===== config.mk =====
export PLATFORM = sky130hd
export DESIGN_NAME = mac_result_accumulator_flat
export DESIGN_NICKNAME = d
export VERILOG_FILES = /design/src/rtl/mac_acc_pkg.sv /design/src/rtl/mac_result_accumulator_if.sv /design/src/rtl/mac_acc_out_fifo.sv /design/src/rtl/mac_result_accumulator.sv /design/src/flat_wrapper.sv
export SDC_FILE = /design/constraint.sdc
export NUM_CORES = 1
export LEC_CHECK = 0
export CORE_ASPECT_RATIO = 1.2
export CORE_MARGIN = 2
export CORE_UTILIZATION = 40
export DETAILED_ROUTE_END_ITERATION = 10
export HOLD_SLACK_MARGIN = 0.08
export PLACE_DENSITY_LB_ADDON = 0.05
export SLEW_MARGIN = 15
export SYNTH_ARGS = -nofsm -noshare
export SYNTH_HDL_FRONTEND = slang
export SYNTH_SLANG_ARGS = --single-unit

===== constraint.sdc =====
create_clock -name ap_clk -period 5.7 [get_ports ap_clk]
set_input_delay 1.14 -clock ap_clk [delete_from_list [all_inputs] [get_ports ap_clk]]
set_output_delay 1.14 -clock ap_clk [all_outputs]
set_load 0.005 [all_outputs]

===== src/rtl/mac_acc_pkg.sv =====
// Shared types and arithmetic helpers for the MAC result accumulator.
// The saturating path is selected by MAC_ACC_SATURATE_EN in the top level.
package mac_acc_pkg;

  localparam int FIFO_DEPTH = 2;
  localparam int ACC_W_MAX  = 64;

  typedef enum logic {IDLE, ACCUM} state_t;

  // Accumulator values are held sign-extended to ACC_W_MAX; ACC_WIDTH must stay <= 63
  typedef logic signed [ACC_W_MAX-1:0] acc_t;

  typedef struct packed {
    acc_t sum;
    logic sat;
  } acc_entry_t;

  function automatic acc_t sext(input acc_t v, input int w);
    acc_t t;
    t = v <<< (ACC_W_MAX - w);
    return t >>> (ACC_W_MAX - w);
  endfunction

  function automatic acc_t wrap_add(input acc_t a, input acc_t b, input int w);
    return sext(a + b, w);
  endfunction

  function automatic acc_entry_t sat_add(input acc_t a, input acc_t b, input int w);
    acc_entry_t r;
    acc_t       s;
    acc_t       hi;
    acc_t       lo;
    hi    = (acc_t'(1) <<< (w - 1)) - acc_t'(1);
    lo    = ~hi;
    s     = a + b;
    r.sat = 1'b0;
    if (s > hi) begin
      s     = hi;
      r.sat = 1'b1;
    end else if (s < lo) begin
      s     = lo;
      r.sat = 1'b1;
    end
    r.sum = s;
    return r;
  endfunction

endpackage


===== src/rtl/mac_result_accumulator_if.sv =====
// Input sample stream and output frame-sum handshake of the MAC result accumulator.
interface mac_result_accumulator_if #(
  parameter int DATA_WIDTH = 32,
  parameter int ACC_WIDTH  = 48
);
  logic                         in_valid;
  logic signed [DATA_WIDTH-1:0] in_data;
  logic                         out_valid;
  logic                         out_ready;
  logic signed [ACC_WIDTH-1:0]  out_sum;
  logic                         out_sat;

  modport master (
    output in_valid, in_data, out_ready,
    input  out_valid, out_sum, out_sat
  );

  modport slave (
    input  in_valid, in_data, out_ready,
    output out_valid, out_sum, out_sat
  );
endinterface


===== src/rtl/mac_acc_out_fifo.sv =====
// Two-entry valid/ready output buffer; a push into a full buffer succeeds when a pop happens in the same cycle.
module mac_acc_out_fifo
  import mac_acc_pkg::*;
#(
  parameter int W = 49
) (
  input  logic         i_clk,
  input  logic         i_rst_n,
  input  logic         i_flush,
  input  logic         i_push,
  input  logic [W-1:0] i_data,
  input  logic         i_pop_ready,
  output logic         o_valid,
  output logic [W-1:0] o_data,
  output logic         o_full
);
  logic [W-1:0] r_mem [FIFO_DEPTH];
  logic         r_rd_ptr;
  logic [1:0]   r_count;
  logic         w_pop;
  logic         w_push_ok;
  logic         w_wr_ptr;

  assign o_valid   = (r_count != 2'd0);
  assign o_full    = (r_count == 2'(FIFO_DEPTH));
  assign o_data    = r_mem[r_rd_ptr];
  assign w_pop     = o_valid && i_pop_ready;
  assign w_push_ok = i_push && (!o_full || w_pop);
  // When full and popping, the write lands in the slot being vacated
  assign w_wr_ptr  = r_rd_ptr ^ r_count[0];

  always_ff @(posedge i_clk or negedge i_rst_n) begin
    if (!i_rst_n) begin
      for (int i = 0; i < FIFO_DEPTH; i++) r_mem[i] <= '0;
      r_rd_ptr <= 1'b0;
      r_count  <= 2'd0;
    end else if (i_flush) begin
      r_rd_ptr <= 1'b0;
      r_count  <= 2'd0;
    end else begin
      if (w_push_ok) r_mem[w_wr_ptr] <= i_data;
      if (w_pop) r_rd_ptr <= ~r_rd_ptr;
      r_count <= r_count + 2'(w_push_ok) - 2'(w_pop);
    end
  end
endmodule


===== src/rtl/mac_result_accumulator.sv =====
// Sums frames of MAC results and hands each frame sum out through a 2-entry buffer.
// Define MAC_ACC_SATURATE_EN for saturating accumulation with a per-frame out_sat flag.
module mac_result_accumulator
  import mac_acc_pkg::*;
#(
  parameter int DATA_WIDTH = 32,
  parameter int ACC_WIDTH  = 48,
  parameter int CNT_WIDTH  = 16
) (
  input  logic                 ap_clk,
  input  logic                 ap_rst_n,
  input  logic                 clear,
  input  logic [CNT_WIDTH-1:0] frame_len,
  mac_result_accumulator_if.slave bus,
  output logic                 busy,
  output logic                 drop_err
);
`ifdef MAC_ACC_SATURATE_EN
  localparam int ENTRY_W = ACC_WIDTH + 1;
`else
  localparam int ENTRY_W = ACC_WIDTH;
`endif

  state_t               r_state;
  logic [CNT_WIDTH-1:0] r_cnt;
  logic [CNT_WIDTH-1:0] r_len;
  acc_t                 r_acc;
  logic                 w_first;
  logic                 w_done;
  logic                 w_push;
  logic                 w_pop;
  logic                 w_full;
  logic                 w_fifo_valid;
  logic [CNT_WIDTH-1:0] w_len;
  logic [CNT_WIDTH-1:0] w_cnt_next;
  acc_t                 w_sample;
  acc_t                 w_base;
  acc_t                 w_acc_next;
  logic [ENTRY_W-1:0]   w_push_data;
  logic [ENTRY_W-1:0]   w_head;

  // A sample seen while IDLE starts a new frame and latches its length
  assign w_first    = (r_state == IDLE);
  assign w_len      = w_first ? ((frame_len == '0) ? CNT_WIDTH'(1) : frame_len) : r_len;
  assign w_cnt_next = w_first ? CNT_WIDTH'(1) : r_cnt + CNT_WIDTH'(1);
  assign w_sample   = acc_t'(bus.in_data);
  assign w_base     = w_first ? '0 : r_acc;
  assign w_done     = bus.in_valid && (w_cnt_next == w_len);
  assign w_push     = w_done && !clear;
  assign w_pop      = w_fifo_valid && bus.out_ready;
  assign busy       = (r_state == ACCUM);
  assign bus.out_valid = w_fifo_valid;

`ifdef MAC_ACC_SATURATE_EN
  acc_entry_t w_step;
  logic       w_sat_next;
  logic       r_sat;

  assign w_step      = sat_add(w_base, w_sample, ACC_WIDTH);
  assign w_acc_next  = w_step.sum;
  assign w_sat_next  = w_step.sat | (!w_first && r_sat);
  assign w_push_data = {ACC_WIDTH'(w_acc_next), w_sat_next};
  assign bus.out_sum = w_head[ENTRY_W-1:1];
  assign bus.out_sat = w_head[0];
`else
  assign w_acc_next  = wrap_add(w_base, w_sample, ACC_WIDTH);
  assign w_push_data = ACC_WIDTH'(w_acc_next);
  assign bus.out_sum = w_head;
  assign bus.out_sat = 1'b0;
`endif

  always_ff @(posedge ap_clk or negedge ap_rst_n) begin
    if (!ap_rst_n) begin
      r_state  <= IDLE;
      r_cnt    <= '0;
      r_len    <= '0;
      r_acc    <= '0;
      drop_err <= 1'b0;
`ifdef MAC_ACC_SATURATE_EN
      r_sat    <= 1'b0;
`endif
    end else if (clear) begin
      r_state  <= IDLE;
      r_cnt    <= '0;
      r_acc    <= '0;
      drop_err <= 1'b0;
`ifdef MAC_ACC_SATURATE_EN
      r_sat    <= 1'b0;
`endif
    end else begin
      if (bus.in_valid) begin
        r_acc   <= w_acc_next;
        r_cnt   <= w_cnt_next;
        r_len   <= w_len;
        r_state <= w_done ? IDLE : ACCUM;
`ifdef MAC_ACC_SATURATE_EN
        r_sat   <= w_sat_next;
`endif
      end
      // The MAC cannot be stalled, so a frame with nowhere to go is lost and flagged
      if (w_push && w_full && !w_pop) drop_err <= 1'b1;
    end
  end

  mac_acc_out_fifo #(.W(ENTRY_W)) u_fifo (
    .i_clk      (ap_clk),
    .i_rst_n    (ap_rst_n),
    .i_flush    (clear),
    .i_push     (w_push),
    .i_data     (w_push_data),
    .i_pop_ready(bus.out_ready),
    .o_valid    (w_fifo_valid),
    .o_data     (w_head),
    .o_full     (w_full)
  );
endmodule


===== src/flat_wrapper.sv =====
// flat-port wrapper written by rule: the top's interface ports become plain ports
module mac_result_accumulator_flat import mac_acc_pkg::*;
#(
  parameter int DATA_WIDTH = 32,
  parameter int ACC_WIDTH  = 48,
  parameter int CNT_WIDTH  = 16
)
  (ap_clk, ap_rst_n, clear, frame_len, busy, drop_err, bus_in_valid, bus_in_data, bus_out_ready, bus_out_valid, bus_out_sum, bus_out_sat);
  mac_result_accumulator_if #(.DATA_WIDTH(DATA_WIDTH), .ACC_WIDTH(ACC_WIDTH)) bus_i ();
  input  logic ap_clk;
  input  logic ap_rst_n;
  input  logic clear;
  input  logic [CNT_WIDTH-1:0] frame_len;
  output logic busy;
  output logic drop_err;
  input wire logic [$bits(bus_i.in_valid)-1:0] bus_in_valid;
  input wire logic [$bits(bus_i.in_data)-1:0] bus_in_data;
  input wire logic [$bits(bus_i.out_ready)-1:0] bus_out_ready;
  output wire logic [$bits(bus_i.out_valid)-1:0] bus_out_valid;
  output wire logic [$bits(bus_i.out_sum)-1:0] bus_out_sum;
  output wire logic [$bits(bus_i.out_sat)-1:0] bus_out_sat;
  assign bus_i.in_valid = bus_in_valid;
  assign bus_i.in_data = bus_in_data;
  assign bus_i.out_ready = bus_out_ready;
  assign bus_out_valid = bus_i.out_valid;
  assign bus_out_sum = bus_i.out_sum;
  assign bus_out_sat = bus_i.out_sat;
  mac_result_accumulator #(.DATA_WIDTH(DATA_WIDTH), .ACC_WIDTH(ACC_WIDTH), .CNT_WIDTH(CNT_WIDTH)) u_core (.ap_clk(ap_clk), .ap_rst_n(ap_rst_n), .clear(clear), .frame_len(frame_len), .bus(bus_i), .busy(busy), .drop_err(drop_err));
endmodule

== After elaboration in Yosys (flattened, before gate mapping) ==
Index checks and enable logic that the tools add are counted.
Word-level totals
  register bits: 181
  latch bits: 0
  memory bits (writable): 0
  bits in read-only memories: 0
  input bits: 53
  output and inout port bits: 52
  memories kept: 0
Operators by class
  add/subtract/negate cells: 4
  multiply operators: 0
  div/mod/pow operators: 0
  $lt $le $gt $ge: 3
  eq/ne operators: 2
  shift-type cells: 0
  multiplexer cells: 22
  bitwise operators: 5
  reduce and logical (&&, ||, !) cells: 18
Operators by type and width (number)
  $mux 48: 7
  $bwmux 96: 1
  $mux 16: 5
  $add 48x32->48: 1
  $demux 48 s1: 1
  $add 16x1->16 const B: 1
  $eq 16x16->1: 1
  $logic_not 16->1: 1
  $reduce_bool 2->1: 4
  $logic_and 1x1->1: 7
  $mux 1: 7
  $ge 2x2->1 const B: 2
  $not 1->2: 2
  $reduce_and 2->1: 2
  $logic_not 1->1: 3
  $add 2x1->2: 1
  $eq 2x2->1 const B: 1
  $lt 2x1->1 const B: 1
  $mux 2: 1
  $not 1->1: 2
  $sub 2x1->2: 1
  $logic_or 1x1->1: 1
  $xor 1x1->1: 1

== Longest topological paths before layout ==
  word-level depth: 10
  depth in mapped cells: 16
  mapped depth without buffers: 14

== Hierarchy ==
From an unflattened synthesis, not the netlist that was laid out.
Second synthesis, totals
  cell total of the unflattened synthesis: 1323
  area total of the unflattened synthesis: 12510.7 sq um
By module, submodules not included
  mac_result_accumulator: instances 1, cells an instance 859, area each 7151.9 sq um
  mac_acc_out_fifo: instances 1, cells an instance 464, area each 5358.9 sq um

== Worst setup path after synthesis ==
OpenSTA, ideal clock, no wires.
  path kind: register -> register
  start: register u_core.r_state, in the netlist u_core.busy
  end: register u_core.u_fifo.r_mem[34] (netlist bit)
  setup time: 0.127 ns
  data arrival time: 3.873 ns
  data required time: 5.573 ns
  setup slack: 1.700 ns
  stages on the path, launching flop included: 17
  path buffers: 3
  clock period less this slack: 4.000 ns
  path through: dfrtp_1 > clkbuf_1 > clkbuf_1 > clkbuf_1 > and2_1 > ha_1 > inv_1 > fa_1 > nor2b_1 > o2111ai_1 > a211o_1 > o221a_2 > a21boi_1 > a41oi_1 > mux2i_1 > or4_1 > mux2_1
Between the ends
  longest elaborated chain between the ends: 6
  elaborated cells between the ends (all ways): 10
  classes of those cells: add/sub: 1; eq/ne: 1; mux: 4; reduce/logical: 4
Ends and longest elaborated chain
  from (decl): line mac_result_accumulator.sv:24  | state_t r_state;
  from (signal assigned): line mac_result_accumulator.sv:95  | r_state <= w_done ? IDLE : ACCUM;
  parallel branches: the longest is 6 deep, another holds $add 48x32->48
  to (signal, indexed assignment): line mac_acc_out_fifo.sv:41  | if (w_push_ok) r_mem[w_wr_ptr] <= i_data;
  to (decl): line mac_acc_out_fifo.sv:17  | logic [W-1:0] r_mem [FIFO_DEPTH];
Several ways; the timed one is not identified.
A chain may end at the register's enable or synchronous reset.

== Worst setup path after layout ==
  start: input bus_in_data[15]
  end: register u_core.u_fifo.r_mem[34] (netlist bit)
Between the ends
  longest elaborated chain between the ends: 2
Ends and longest elaborated chain
  from (decl): line flat_wrapper.sv:17  | input wire logic [$bits(bus_i.in_data)-1:0] bus_in_data;
  $add 48x32->48: line mac_acc_pkg.sv:25  | return sext(a + b, w);
  $bwmux 96: line mac_acc_out_fifo.sv:41
No other way between the ends.

==> impl_metrics.prom <==
# TYPE chip_impl_metric gauge
chip_impl_info{name="outcome",value="finished, final reports clean"} 1
chip_impl_metric{name="gr-usage-all-layers",unit="%"} 21.0
chip_impl_metric{name="design.core.area",unit="mm^2"} 0.0286
chip_impl_metric{name="post_cts_resized",unit=""} 0
chip_impl_metric{name="crit_arrival",unit="ns"} 4.67
chip_impl_metric{name="setup_ws",unit="ns"} 1.35
chip_impl_metric{name="post-cts-setup-buffer-count",unit=""} 0
chip_impl_metric{name="cts.sinks",unit=""} 181
chip_impl_metric{name="period_minus_slack",unit="ns"} 4.35
chip_impl_metric{name="worst_setup_hold_path_clk_slew",unit="ns"} 0.07
chip_impl_metric{name="edff_count_synth",unit=""} 0
chip_impl_metric{name="synth-xor-area-share",unit="%"} 4.99
chip_impl_metric{name="yosysWarningCount",unit=""} 0
chip_impl_metric{name="layout_nets",unit=""} 1438
chip_impl_metric{name="area_growth_from_synthesis_to_layout",unit="%"} 16.5
chip_impl_metric{name="buffer_ports.inserted",unit=""} 103
chip_impl_info{name="worst_hold_path_type",value="flop to flop"} 1
chip_impl_metric{name="cts_max_level",unit=""} 4
chip_impl_metric{name="finalHoldViolations",unit=""} 0
chip_impl_metric{name="power_leakage",unit="nW"} 6.02
chip_impl_metric{name="synthSimpleGateAreaFrac",unit="%"} 19.0
chip_impl_metric{name="grt_antenna_before_repair",unit=""} 0
chip_impl_info{name="cts_tree",value="yes"} 1
chip_impl_metric{name="yosys-mux-area-fraction",unit="%"} 10.1
chip_impl_metric{name="floorplan.io_pins",unit=""} 105
chip_impl_metric{name="period_share",unit="%"} 76.3
chip_impl_metric{name="worst-r2r-setup-slack",unit="ns"} 1.63
chip_impl_metric{name="die_area",unit="mm^2"} 0.0303
chip_impl_metric{name="post_synth_inst_count",unit=""} 1270
chip_impl_metric{name="mappedNetlistArea",unit="mm^2"} 0.0116
chip_impl_metric{name="drtPass1Iterations",unit=""} 4
chip_impl_metric{name="gpl.final_weighted_congestion",unit=""} 0.848
chip_impl_metric{name="ir_drop",unit="V"} 0.000189
chip_impl_info{name="clock-root-buffer",value="clkbuf_16"} 1
chip_impl_metric{name="netSwitchingFraction",unit="%"} 28.7
chip_impl_info{name="setup.worst_path.start_class",value="primary input"} 1
chip_impl_metric{name="detail_route.iter0.violations",unit=""} 461
chip_impl_info{name="most_frequent_standard_cell_in_the_layout_excluding_fill_and_tap_cells",value="dfrtp_1"} 1
chip_impl_metric{name="avgViaCountPerCell",unit=""} 5.42
chip_impl_metric{name="p_switching",unit="mW"} 0.883
chip_impl_metric{name="max_cap_viol_count",unit=""} 0
chip_impl_metric{name="post-dp-hpwl",unit="mm"} 21.5
chip_impl_metric{name="grt_remaining_overflow",unit=""} 0
chip_impl_metric{name="finalCoreUtilization",unit="%"} 47.2
chip_impl_metric{name="instances_no_fill",unit=""} 1732
chip_impl_metric{name="final_setup_violation_count",unit=""} 0
chip_impl_info{name="yosysTopAreaCell",value="dfrtp_1"} 1
chip_impl_metric{name="cts_inserted_buffers",unit=""} 17
chip_impl_metric{name="drc_errors",unit=""} 0
chip_impl_metric{name="grt_pass1_wl",unit="mm"} 50.9
chip_impl_metric{name="power",unit="mW"} 3.08
chip_impl_metric{name="path_max_fanout",unit=""} 8
chip_impl_metric{name="synth.lib_cells_used.distinct",unit=""} 84
chip_impl_metric{name="antenna_violating_nets_post_route",unit=""} 0
chip_impl_metric{name="combinational_group_share_of_total_power",unit="%"} 15.6
chip_impl_metric{name="worst-slew-pin-transition",unit="ns"} 0.988
chip_impl_metric{name="die_height",unit="um"} 190
chip_impl_metric{name="top_area_cell_type_share_of_the_netlist_area",unit="%"} 39.2
chip_impl_metric{name="postSynth.asyncResetShare",unit="%"} 100
chip_impl_metric{name="clock-skew-final",unit="ns"} 0.0166
chip_impl_info{name="rsz_0062_raised_after_global_routing",value="no"} 1
chip_impl_metric{name="drive_above_1_share",unit="%"} 11.7
chip_impl_metric{name="row_count",unit=""} 68
chip_impl_info{name="yosys_most_used_dff",value="dfrtp_1"} 1
chip_impl_metric{name="syn_nets",unit=""} 1374
chip_impl_metric{name="internal-power",unit="mW"} 2.19
chip_impl_metric{name="powerDensity",unit="mW/mm^2"} 228
chip_impl_metric{name="pre_cts_ws",unit="ns"} 0.889
chip_impl_metric{name="antenna_cells_inserted",unit=""} 0
chip_impl_metric{name="power.clock.fraction",unit="%"} 39.8
chip_impl_metric{name="required",unit="ns"} 6.02
chip_impl_metric{name="fin_hold_ws",unit="ns"} 0.474
chip_impl_info{name="path_class",value="primary input to flop"} 1
chip_impl_metric{name="route.final.wire_length",unit="mm"} 31.3
chip_impl_metric{name="initial_core_util",unit="%"} 40.5
chip_impl_metric{name="largest_net_degree_at_the_start_of_global_routing",unit=""} 109
chip_impl_info{name="crit_path_end_kind",value="flop"} 1
chip_impl_metric{name="detail_route.wl_per_cell",unit="um"} 18.1
chip_impl_metric{name="synthAdderAreaFrac",unit="%"} 5.58
chip_impl_metric{name="die_width",unit="um"} 159
chip_impl_metric{name="finish.instance_area",unit="mm^2"} 0.0135
chip_impl_metric{name="route.vias.total",unit=""} 9392
chip_impl_metric{name="final_max_slew_viol_count",unit=""} 0
chip_impl_info{name="synth_top_family_by_area",value="simple AND/OR/NAND/NOR gates"} 1
chip_impl_metric{name="dpl_cell_area",unit="mm^2"} 0.0129
chip_impl_metric{name="synth_seq_cells",unit=""} 181
chip_impl_metric{name="dp.cells",unit=""} 1700
chip_impl_info{name="layout.cells.most_common_list",value="dfrtp_1, nand2_1, o21ai_0"} 1
chip_impl_metric{name="ys_seq_area_share",unit="%"} 39.2
chip_impl_metric{name="vias_in_the_first_global_route",unit=""} 9316
chip_impl_metric{name="synth_compound_area_share",unit="%"} 17.5
chip_impl_info{name="synth.area.top_cells",value="dfrtp_1, mux2_2, ha_1"} 1
chip_impl_metric{name="seq_power_share",unit="%"} 44.6
chip_impl_metric{name="clockBufferDepth",unit=""} 2
chip_impl_metric{name="cts_hold_buffers",unit=""} 0
chip_impl_metric{name="max_freq",unit="GHz"} 0.230
chip_impl_metric{name="insertion_delay",unit="ns"} 0.45
chip_impl_metric{name="max_slew_margin",unit="%"} 34.2
chip_impl_metric{name="fin_tns_setup",unit="ns"} 0
chip_impl_metric{name="postSynthAreaPerCell",unit="um^2"} 9.11
==> sequential cells by signal (all words and copies together), names as in the netlist <==
signal	cells
u_core.u_fifo.r_mem	96
u_core.r_acc	48
u_core.r_cnt	16
u_core.r_len	16
u_core.u_fifo.r_count	2
u_core.busy	1
u_core.drop_err	1
u_core.u_fifo.r_rd_ptr	1
==> layout make-up <==
| type | count | area [um^2] |
|---|---|---|
| flip-flops and latches | 181 | 4530 |
| well taps | 385 | 482 |
| clock buffers | 18 | 439 |
| fillers | 2855 | 15100 |
| repair buffers | 119 | 1160 |
| multi-input cells | 986 | 6620 |
| clock inverters | 14 | 146 |
| inverters | 29 | 109 |
==> cell usage after synthesis, types with 8 or more instances <==
library cell / instances
xor2_1: 21
ha_1: 50
nand4_1: 15
xnor2_1: 43
a21o_1: 27
a22oi_1: 8
clkbuf_1: 52
nand3_1: 24
a211oi_1: 13
inv_1: 26
o21ai_0: 102
nand2_1: 144
o21bai_1: 10
or3_1: 10
or4_1: 12
and3_1: 12
o21a_1: 12
buf_2: 8
dfrtp_1: 181
mux2_2: 77
and2_1: 52
mux2i_1: 17
a21oi_1: 86
buf_1: 8
nor2b_1: 8
nor3_1: 23
mux2_1: 12
nor2_1: 101
==> critical path, stage by stage <==
cell             delay (ns)
clkdlybuf4s50_1        0.43
ha_1                   0.45
nand4_1                0.14
or4_1                  0.57
a211o_1                0.31
o221a_2                0.15
a21boi_1               0.24
a41oi_1                0.21
mux2i_1                0.15
or4_1                  0.57
mux2_1                 0.30
==> cell families (layout without fill, tap and decap cells) <==
| family | count (synthesis) | count (layout) |
|---|---|---|
| and+or+nand+nor | 440 | 440 |
| AOI/OAI and AO/OA | 323 | 323 |
| DFF | 181 | 181 |
| muxes | 106 | 106 |
| adders and majority gates | 51 | 51 |
| other | 1 | 1 |
| buffers and inverters | 103 | 180 |
| xor gates and xnor gates | 65 | 65 |
==> path summary, 6_finish.rpt <==
check / start / endpoint / depth (start not counted)
max reg2reg: u_core.busy / u_core.u_fifo.r_mem[34] / 11
min in group asynchronous: ap_rst_n / u_core.u_fifo.r_mem[74] / 1
min reg2reg: u_core.u_fifo.r_mem[43] / u_core.u_fifo.r_mem[43] / 2
max in group asynchronous: ap_rst_n / u_core.busy / 2
max: bus_in_data[15] / u_core.u_fifo.r_mem[34] / 11
min: u_core.u_fifo.r_mem[43] / u_core.u_fifo.r_mem[43] / 2
==> power by group through the flow <==
stage | Clock, mW | Combinational [mW] | Sequential (mW)
after floorplan | 0 | 0.323 | 1.38
after global placement | 0 | 0.482 | 1.40
after detailed placement | 0 | 0.484 | 1.40
after CTS | 1.26 | 0.486 | 1.37
after global routing | 1.30 | 0.538 | 1.38
final | 1.22 | 0.481 | 1.37
==> per-layer routing <==
metal  up-vias  global-route usage [%]  part of all wire [%]
li1       4638                       -                     -
met1      4579                    28.1                    48
met2       145                    35.7                    48
met3        30                    2.81                   2.5
met4         0                    6.29                   1.9
met5         -                       0                     0
Power figures use the tool's default switching activity.
